$ cat src/rtl/ad_hd_vd_generation_pkg.sv
// Shared constants and FSM encoding for the HD/VD pulse generator.
package ad_hd_vd_generation_pkg;

  localparam int HCNT_W_DEF   = 13;
  localparam int VCNT_W_DEF   = 13;
  localparam int MIN_LINE_DEF = 16;

  // Smallest legal frame length and pulse width after clamping
  localparam int MIN_FRAME    = 2;
  localparam int MIN_WIDTH    = 1;

  typedef enum logic [1:0] {
    ST_IDLE      = 2'd0,
    ST_RUN       = 2'd1,
    ST_STOP_PEND = 2'd2
  } state_e;

endpackage

$ cat src/rtl/ad_param_shadow.sv
// Clamps the four timing fields and holds them stable for a whole frame.
module ad_param_shadow
  import ad_hd_vd_generation_pkg::*;
#(
  parameter int HCNT_W   = HCNT_W_DEF,
  parameter int VCNT_W   = VCNT_W_DEF,
  parameter int MIN_LINE = MIN_LINE_DEF
) (
  input  logic              clk,
  input  logic              reset_n,
  input  logic              load_i,
  input  logic [HCNT_W-1:0] line_length_i,
  input  logic [HCNT_W-1:0] hd_width_i,
  input  logic [VCNT_W-1:0] frame_lines_i,
  input  logic [VCNT_W-1:0] vd_width_i,
  output logic [HCNT_W-1:0] line_length_o,
  output logic [HCNT_W-1:0] hd_width_o,
  output logic [VCNT_W-1:0] frame_lines_o,
  output logic [VCNT_W-1:0] vd_width_o
);

  logic [HCNT_W-1:0] l_c, wh_c;
  logic [VCNT_W-1:0] f_c, wv_c;
  logic [HCNT_W-1:0] l_q, wh_q;
  logic [VCNT_W-1:0] f_q, wv_q;

  // Clamp: widths are limited against the already-clamped lengths so a
  // pulse can never cover the whole period (one falling edge per period).
  always_comb begin
    l_c  = (line_length_i < HCNT_W'(MIN_LINE)) ? HCNT_W'(MIN_LINE) : line_length_i;
    wh_c = hd_width_i;
    if (hd_width_i == '0)       wh_c = HCNT_W'(MIN_WIDTH);
    else if (hd_width_i >= l_c) wh_c = l_c - HCNT_W'(1);
    f_c  = (frame_lines_i < VCNT_W'(MIN_FRAME)) ? VCNT_W'(MIN_FRAME) : frame_lines_i;
    wv_c = vd_width_i;
    if (vd_width_i == '0)       wv_c = VCNT_W'(MIN_WIDTH);
    else if (vd_width_i >= f_c) wv_c = f_c - VCNT_W'(1);
  end

  // Shadow load only at start of run or on the last clock of a frame
  always_ff @(posedge clk or negedge reset_n) begin
    if (!reset_n) begin
      l_q  <= '0;
      wh_q <= '0;
      f_q  <= '0;
      wv_q <= '0;
    end else if (load_i) begin
      l_q  <= l_c;
      wh_q <= wh_c;
      f_q  <= f_c;
      wv_q <= wv_c;
    end
  end

  assign line_length_o = l_q;
  assign hd_width_o    = wh_q;
  assign frame_lines_o = f_q;
  assign vd_width_o    = wv_q;

endmodule

$ cat src/rtl/ad_hd_vd_generation.sv
// HD/VD pulse generator feeding the AD9970 timing stage. Frame-clean
// start/stop, parameters latched at frame boundaries.
module ad_hd_vd_generation
  import ad_hd_vd_generation_pkg::*;
#(
  parameter int HCNT_W   = HCNT_W_DEF,
  parameter int VCNT_W   = VCNT_W_DEF,
  parameter int MIN_LINE = MIN_LINE_DEF
) (
  input  logic              clk,
  input  logic              reset_n,
  input  logic              i_enable,
  input  logic [HCNT_W-1:0] iv_line_length,
  input  logic [HCNT_W-1:0] iv_hd_width,
  input  logic [VCNT_W-1:0] iv_frame_lines,
  input  logic [VCNT_W-1:0] iv_vd_width,
  output logic              o_hd,
  output logic              o_vd,
  output logic              o_line_start,
  output logic              o_frame_start,
  output logic [VCNT_W-1:0] ov_vcount,
  output logic              o_busy
);

  state_e            state_q;
  logic [HCNT_W-1:0] hcnt_q;
  logic [VCNT_W-1:0] vcnt_q;
  logic [HCNT_W-1:0] l_s, wh_s;
  logic [VCNT_W-1:0] f_s, wv_s;
  logic              running, line_end, frame_end, load;
  logic              hd_q, vd_q, ls_q, fs_q;
  logic [VCNT_W-1:0] vcount_q;

  assign running   = (state_q != ST_IDLE);
  assign line_end  = (hcnt_q == l_s - HCNT_W'(1));
  assign frame_end = running && line_end && (vcnt_q == f_s - VCNT_W'(1));
  assign load      = ((state_q == ST_IDLE) && i_enable) || frame_end;

  ad_param_shadow #(
    .HCNT_W   (HCNT_W),
    .VCNT_W   (VCNT_W),
    .MIN_LINE (MIN_LINE)
  ) u_shadow (
    .clk           (clk),
    .reset_n       (reset_n),
    .load_i        (load),
    .line_length_i (iv_line_length),
    .hd_width_i    (iv_hd_width),
    .frame_lines_i (iv_frame_lines),
    .vd_width_i    (iv_vd_width),
    .line_length_o (l_s),
    .hd_width_o    (wh_s),
    .frame_lines_o (f_s),
    .vd_width_o    (wv_s)
  );

  // FSM and raster counters; a stop request only takes effect at frame end
  always_ff @(posedge clk or negedge reset_n) begin
    if (!reset_n) begin
      state_q <= ST_IDLE;
      hcnt_q  <= '0;
      vcnt_q  <= '0;
    end else begin
      if (running) begin
        if (line_end) begin
          hcnt_q <= '0;
          vcnt_q <= frame_end ? '0 : vcnt_q + VCNT_W'(1);
        end else begin
          hcnt_q <= hcnt_q + HCNT_W'(1);
        end
      end
      case (state_q)
        ST_IDLE: begin
          hcnt_q <= '0;
          vcnt_q <= '0;
          if (i_enable) state_q <= ST_RUN;
        end
        ST_RUN: begin
          if (!i_enable) state_q <= frame_end ? ST_IDLE : ST_STOP_PEND;
        end
        ST_STOP_PEND: begin
          if (i_enable)       state_q <= ST_RUN;
          else if (frame_end) state_q <= ST_IDLE;
        end
        default: state_q <= ST_IDLE;
      endcase
    end
  end

  // Output stage: one clock behind the counters, forced inactive when idle
  always_ff @(posedge clk or negedge reset_n) begin
    if (!reset_n) begin
      hd_q     <= 1'b1;
      vd_q     <= 1'b1;
      ls_q     <= 1'b0;
      fs_q     <= 1'b0;
      vcount_q <= '0;
    end else begin
      vcount_q <= vcnt_q;
      if (running) begin
        hd_q <= !(hcnt_q < wh_s);
        vd_q <= !(vcnt_q < wv_s);
        ls_q <= (hcnt_q == '0);
        fs_q <= (hcnt_q == '0) && (vcnt_q == '0);
      end else begin
        hd_q <= 1'b1;
        vd_q <= 1'b1;
        ls_q <= 1'b0;
        fs_q <= 1'b0;
      end
    end
  end

  assign o_hd          = hd_q;
  assign o_vd          = vd_q;
  assign o_line_start  = ls_q;
  assign o_frame_start = fs_q;
  assign ov_vcount     = vcount_q;
  assign o_busy        = running;

endmodule

$ cat config.mk
export PLATFORM = sky130hd
export DESIGN_NAME = ad_hd_vd_generation
export DESIGN_NICKNAME = d
export VERILOG_FILES = /design/src/rtl/ad_hd_vd_generation_pkg.sv /design/src/rtl/ad_param_shadow.sv /design/src/rtl/ad_hd_vd_generation.sv
export SDC_FILE = /design/constraint.sdc
export NUM_CORES = 1
export LEC_CHECK = 0
export ABC_CLOCK_PERIOD_IN_PS = 4400
export CAP_MARGIN = 20
export CORE_ASPECT_RATIO = 1.1
export CORE_MARGIN = 4
export CORE_UTILIZATION = 60
export CTS_BUF_LIST = sky130_fd_sc_hd__clkbuf_8 sky130_fd_sc_hd__clkbuf_16
export DETAILED_ROUTE_END_ITERATION = 12
export GPL_TIMING_DRIVEN = 0
export PLACE_DENSITY_LB_ADDON = 0.08
export SYNTH_ARGS = -nofsm -noshare
export SYNTH_HDL_FRONTEND = slang
export SYNTH_SLANG_ARGS = --single-unit
$ cat constraint.sdc
create_clock -name clk -period 4.4 [get_ports clk]
set_input_delay 1.1 -clock clk [delete_from_list [all_inputs] [get_ports clk]]
set_output_delay 1.1 -clock clk [all_outputs]
set_load 0.05 [all_outputs]
## Word-level counts from Yosys, hierarchy flattened

Index checks and enable logic that the tools add are counted.

- Add/subtract/negate cells: 6
- $lt $le $gt $ge: 6
- Equal/unequal tests: 7
- Mux-type cells: 23
- Reduce and logical (&&, ||, !) cells: 17

Operators with widths:

| operator | number |
|---|---|
| $mux W13 | 13 |
| $logic_not A13 Y1 | 4 |
| $sub A13 B1 Y13 const B | 4 |
| $add A13 B1 Y13 const B | 2 |
| $eq A13 B13 Y1 | 2 |
| $ge A13 B13 Y1 | 2 |
| $lt A13 B13 Y1 | 2 |
| $lt A13 B2 Y1 const B | 1 |
| $lt A13 B5 Y1 const B | 1 |
| $mux W2 | 5 |
| $pmux W2 S3 | 1 |
| $reduce_bool A2 Y1 | 3 |
| $logic_and A1 B1 Y1 | 4 |
| $mux W1 | 4 |
| $ne A2 B2 Y1 const B | 2 |
| $ne A3 B3 Y1 const B | 1 |
| $reduce_and A3 Y1 | 1 |
| $eq A2 B1 Y1 const B | 1 |
| $eq A2 B2 Y1 const B | 1 |
| $logic_not A1 Y1 | 2 |
| $logic_not A2 Y1 | 1 |
| $reduce_and A2 Y1 | 1 |
| $logic_or A1 B1 Y1 | 1 |

- Bits in registers: 97
- Bits of input ports: 55
- Output and inout bits: 18

## Depth between registers and ports, before layout

Gate-level depths: netlist of run 1.

- Word-level depth: 8
- Depth in mapped cells: 16

## Modules after synthesis

Synthesis of run 1 repeated with hierarchy kept, for this count alone.

- Cell total of the unflattened synthesis: 709
- Area total of the unflattened synthesis: 6697.7 sq um

By module, submodules not included:

| module | instances | cells each | area an instance (sq um) |
|---|---|---|---|
| ad_param_shadow | 1 | 331 | 3362.0 |
| ad_hd_vd_generation | 1 | 378 | 3335.7 |

## Worst setup path after synthesis of run 1

No wires, ideal clock.

- Path kind: input to register
- Start: in iv_frame_lines[8]
- End: reg u_shadow.wv_q[10] (netlist: u_shadow.vd_width_o[10])
- Setup time: 0.124 ns
- Arrival time: 4.603 ns
- Data required time: 4.276 ns
- Slack: -0.327 ns
- Cell stages on the path: 16
- Cell sequence: or4_1 > or3_1 > nor3_1 > nand2_1 > o21ai_0 > inv_1 > ha_1 > nand2b_1 > a21oi_1 > nor2b_1 > o21ai_0 > a211o_1 > a21oi_1 > clkbuf_1 > mux2i_1 > o21ai_1

- Cells in the longest elaborated chain, start to end: 5

Ends and longest elaborated chain:

| element | line | text |
|---|---|---|
| start: declaration | ad_hd_vd_generation.sv:15 | `input logic [VCNT_W-1:0] iv_frame_lines,` |
| $lt A13 B2 Y1 (*) | ad_param_shadow.sv:34 | `f_c = (frame_lines_i < VCNT_W'(MIN_FRAME)) ? VCNT_W'(MIN_FRAME) : frame_lines_i;` |
| $mux W13 (*) | ad_param_shadow.sv:34 |  |
| named net u_shadow.f_c[0] | ad_param_shadow.sv:23 | `logic [VCNT_W-1:0] f_c, wv_c;` |
| $sub A13 B1 Y13 / $ge A13 B13 Y1 (equally long branches) | ad_param_shadow.sv:37 | `else if (vd_width_i >= f_c) wv_c = f_c - VCNT_W'(1);` |
| $mux W13 (*) | ad_param_shadow.sv:37 |  |
| $mux W13 (*) | ad_param_shadow.sv:36 | `if (vd_width_i == '0) wv_c = VCNT_W'(MIN_WIDTH);` |
| end signal: assignment | ad_param_shadow.sv:51 | `wv_q <= wv_c;` |
| end: declaration | ad_param_shadow.sv:25 | `logic [VCNT_W-1:0] f_q, wv_q;` |

The timed path passes the listed nets; every way through them passes the cells marked *.
A chain may end at the register's enable or synchronous reset.

## Worst setup path after layout of run 1

- Start: in iv_line_length[10]
- End: reg u_shadow.wh_q[10] (netlist: u_shadow.hd_width_o[10])

- Cells in the longest elaborated chain, start to end: 5

Ends and longest elaborated chain:

| element | line | text |
|---|---|---|
| start: declaration | ad_hd_vd_generation.sv:13 | `input logic [HCNT_W-1:0] iv_line_length,` |
| $lt A13 B5 Y1 | ad_param_shadow.sv:30 | `l_c = (line_length_i < HCNT_W'(MIN_LINE)) ? HCNT_W'(MIN_LINE) : line_length_i;` |
| $mux W13 (*) | ad_param_shadow.sv:30 |  |
| $sub A13 B1 Y13 / $ge A13 B13 Y1 (equally long branches) | ad_param_shadow.sv:33 | `else if (hd_width_i >= l_c) wh_c = l_c - HCNT_W'(1);` |
| $mux W13 (*) | ad_param_shadow.sv:33 |  |
| $mux W13 (*) | ad_param_shadow.sv:32 | `if (hd_width_i == '0) wh_c = HCNT_W'(MIN_WIDTH);` |
| end signal: assignment | ad_param_shadow.sv:49 | `wh_q <= wh_c;` |
| end: declaration | ad_param_shadow.sv:24 | `logic [HCNT_W-1:0] l_q, wh_q;` |

Mark *: on every way between the ends. The rest lies on a longest branch, timed or not.

==> results of run 1 <==
stage by stage:
stage                     hold slack [ns]  instance area (sq um)  instances  setup WS, ns  setup TNS, ns
after floorplan                     0.378                   6710        763        0.0631              0
after global placement              0.409                   7610        982         -1.11        -122.18
after detailed placement            0.398                   7640        983        -0.968         -19.36
after CTS                           0.423                   8060       1005      0.000326              0
after global routing                0.440                   8170       1010       0.00412              0
final                               0.426                   8170       1010         0.160              0
timing repair:
item                                    in CTS  in global routing
cloned                                       2                  0
resized for setup                           23                 23
hold endpoints to repair                     0                  0
endpoints found under the setup margin      26                 26
buffers inserted                             4                  5
pin swaps                                    5                 13
flip-flops by register name, indices dropped and copies added, names as in the netlist:
register,flops
u_shadow.line_length_o,13
o_vd,1
u_shadow.frame_lines_o,13
vcnt_q,13
state_q,2
o_hd,1
ov_vcount,13
u_shadow.vd_width_o,13
o_frame_start,1
hcnt_q,13
u_shadow.hd_width_o,13
o_line_start,1
critical path, cell delays in order:
cell	delay, ns
clkdlybuf4s50_1	0.47
or4_4	0.58
nor3_2	0.22
nand2b_1	0.17
nand2_1	0.21
ha_1	0.25
nand2_1	0.11
or4_1	0.53
nor4_2	0.25
xnor2_1	0.13
a2111oi_2	0.38
a21o_1	0.12
metal layers:
layer  vias up  wire (um)  GRT usage [%]
li1       2905          -              -
met1      2836       7710           37.9
met2       177       8170           44.4
met3        18        799           2.76
met4         0        216           7.81
met5         -          0              0
placed cells by master, fill, tap and decap left out, drive strengths merged, types with 7 or more instances in the layout:
cell type,n
a21o,14
or3,7
o21ai,77
nor2,44
nand2,75
nand4,13
nand2b,17
mux2i,18
buf,28
nor4,25
xnor2,30
o31ai,11
ha,58
xor2,27
or4,8
nand3,19
and3,14
nor3,29
dfrtp,95
a2111oi,8
clkdlybuf4s50,65
clkbuf,27
a21oi,20
inv,72
cell type report:
| cell class | count | share of cell area [%] |
|---|---|---|
| tap | 147 | 2.25 |
| clock inverter | 7 | 0.781 |
| timing repair buffer | 84 | 10.4 |
| buffer | 33 | 2.21 |
| sequential | 97 | 29.7 |
| inverter | 68 | 3.12 |
| clock buffer | 9 | 2.76 |
| multi-input combinational | 565 | 48.7 |
cells by family after synthesis:
family | share of synthesized area, %
compound gates | 14.9
xor+xnor | 7.45
fa+ha+maj | 10.8
buf+inv | 6.13
flops | 36.3
mux | 3.03
simple gates | 21.4
worst min-delay path by stage:
stage	endpoint	cells past startpoint
detailed placement	ov_vcount[8]$_DFF_PN0_	0
floorplan	ov_vcount[2]$_DFF_PN0_	0
global placement	ov_vcount[8]$_DFF_PN0_	0
global route	ov_vcount[8]$_DFF_PN0_	0
CTS	ov_vcount[8]$_DFF_PN0_	0
finish	ov_vcount[8]$_DFF_PN0_	0
power by group through the flow:
stage / clock [mW] / combinational (mW) / sequential, mW
floorplan: 0 / 0.537 / 1.13
global placement: 0 / 0.754 / 1.14
detailed placement: 0 / 0.796 / 1.14
CTS: 0.770 / 0.825 / 1.13
global route: 0.805 / 0.948 / 1.15
finish: 0.756 / 0.842 / 1.13
==> impl_metrics.env, run 1 <==
export IMPL_cap_violations=0
export IMPL_synthCells=763
export IMPL_drive_above_1_share_pct=9.27
export IMPL_fill_cells=832
export IMPL_cts_max_level=3
export IMPL_p_seq_share_pct=41.4
export IMPL_clk_pin_slew_ns=0.06
export IMPL_multi_input_area_sq_um=3980
export IMPL_detail_route_antenna_nets=0
export IMPL_synthTopCellsByArea="dfrtp_1, ha_1, nand2_1"
export IMPL_outcome="completed"
export IMPL_grt_use_total_pct=27.1
export IMPL_cts_buffer_depth=2
export IMPL_overflow=0
export IMPL_ys_async_sr_fraction_pct=100
export IMPL_critPathArrivalTime_ns=4.53
export IMPL_rr_startpoint="u_shadow.frame_lines_o[0]$_DFFE_PN0P_"
export IMPL_hold_class="reg2reg"
export IMPL_num_antenna_cells=0
export IMPL_crit_start="iv_line_length[10]"
export IMPL_io_pins=73
export IMPL_hold_start="vcnt_q[8]$_DFFE_PN0P_"
export IMPL_post_route_util_pct=74.9
export IMPL_setup_violations=0
export IMPL_final_hold_violation_count=0
export IMPL_slew_headroom_pct=42.4
export IMPL_die_w_um=109
export IMPL_cts_num_sinks=97
export IMPL_register_area_sq_um=2430
export IMPL_post_route_drc_count=0
export IMPL_startpoint_type="input pin"
export IMPL_die_h_um=119
export IMPL_syn_nets=876
export IMPL_p_comb_share_pct=30.9
export IMPL_period_minus_slack_ns=4.24
export IMPL_grt_pass1_vias=5827
export IMPL_p_per_area_nw_per_um2=334
export IMPL_ir_worst_vdd_uv=211
export IMPL_drt_iter0_drc=378
export IMPL_grt_start_max_net_pins=69
export IMPL_p_total_mw=2.73
export IMPL_area_growth_syn_to_layout_pct=21.9
export IMPL_nNetsFinal=971
export IMPL_seq_area_frac_synth_pct=36.3
export IMPL_cts_tree="done"
export IMPL_start_util_pct=61.4
export IMPL_clock_skew_ns=0.00703
export IMPL_rsz0062_at_grt="false"
export IMPL_max_freq_ghz=0.236
export IMPL_dp_hpwl_um=13100
export IMPL_antenna_found_initial=0
export IMPL_synthFlopType="dfrtp_1"
export IMPL_slew_viol_final=0
export IMPL_p_leak_nw=3.79
export IMPL_synthDistinctLibCells=61
export IMPL_yosys_top_cells_count="dfrtp_1, nand2_1, inv_1, ha_1, o21ai_0"
export IMPL_internal_power_mw=1.82
export IMPL_synth_top_area_cell="dfrtp_1"
export IMPL_placementRows=40
export IMPL_path_class="in2reg"
export IMPL_grt_pass1_wl_um=28000
export IMPL_avgSynthCellArea_sq_um=8.78
export IMPL_via_per_inst=5.88
export IMPL_worst_pin_slew_ns=0.855
export IMPL_p_sw_uw=908
export IMPL_clock_latency_ns=0.34
export IMPL_postCtsHoldBufs=0
export IMPL_switching_share_pct=33.2
export IMPL_rr_endpoint="u_shadow.hd_width_o[10]$_DFFE_PN0P_"
export IMPL_vias=5936
export IMPL_synth_seq_cells=97
export IMPL_r2r_cells=12
export IMPL_cts_root_buf="clkbuf_16"
export IMPL_routed_wl_um=16900
export IMPL_yosysMostFrequentCell="dfrtp_1"
export IMPL_design_die_area_sq_um=12900
export IMPL_post_drt_wl_per_cell_um=16.7
export IMPL_endpoint="u_shadow.hd_width_o[10]$_DFFE_PN0P_"
export IMPL_core_area_sq_um=10900
export IMPL_p_clk_share_pct=27.7
export IMPL_gp_congestion=0.905
export IMPL_ys_warn_count=0
export IMPL_netlist_area_leader_share_pct=35.5
export IMPL_synth_edf_count=0
export IMPL_period_share_pct=96.4
export IMPL_r2r_setup_slack_ns=1.06
export IMPL_numCtsBuffers=9
export IMPL_critPathMaxFanout=5
export IMPL_critPathCaptureType="register"
export IMPL_worst_ep_required_time_ns=4.69
export IMPL_first_pass_iters=7
export IMPL_portBuffers=72
export IMPL_netlist_area_sq_um=6700
Note: power is estimated with default switching activity, not from simulation.
==> run 2, diff against run 1 <==
Settings changed: CTS_CLUSTER_SIZE set to 10.
==> results of run 2 <==
No change in the layout: final DEF, timing and power equal those of run 1.
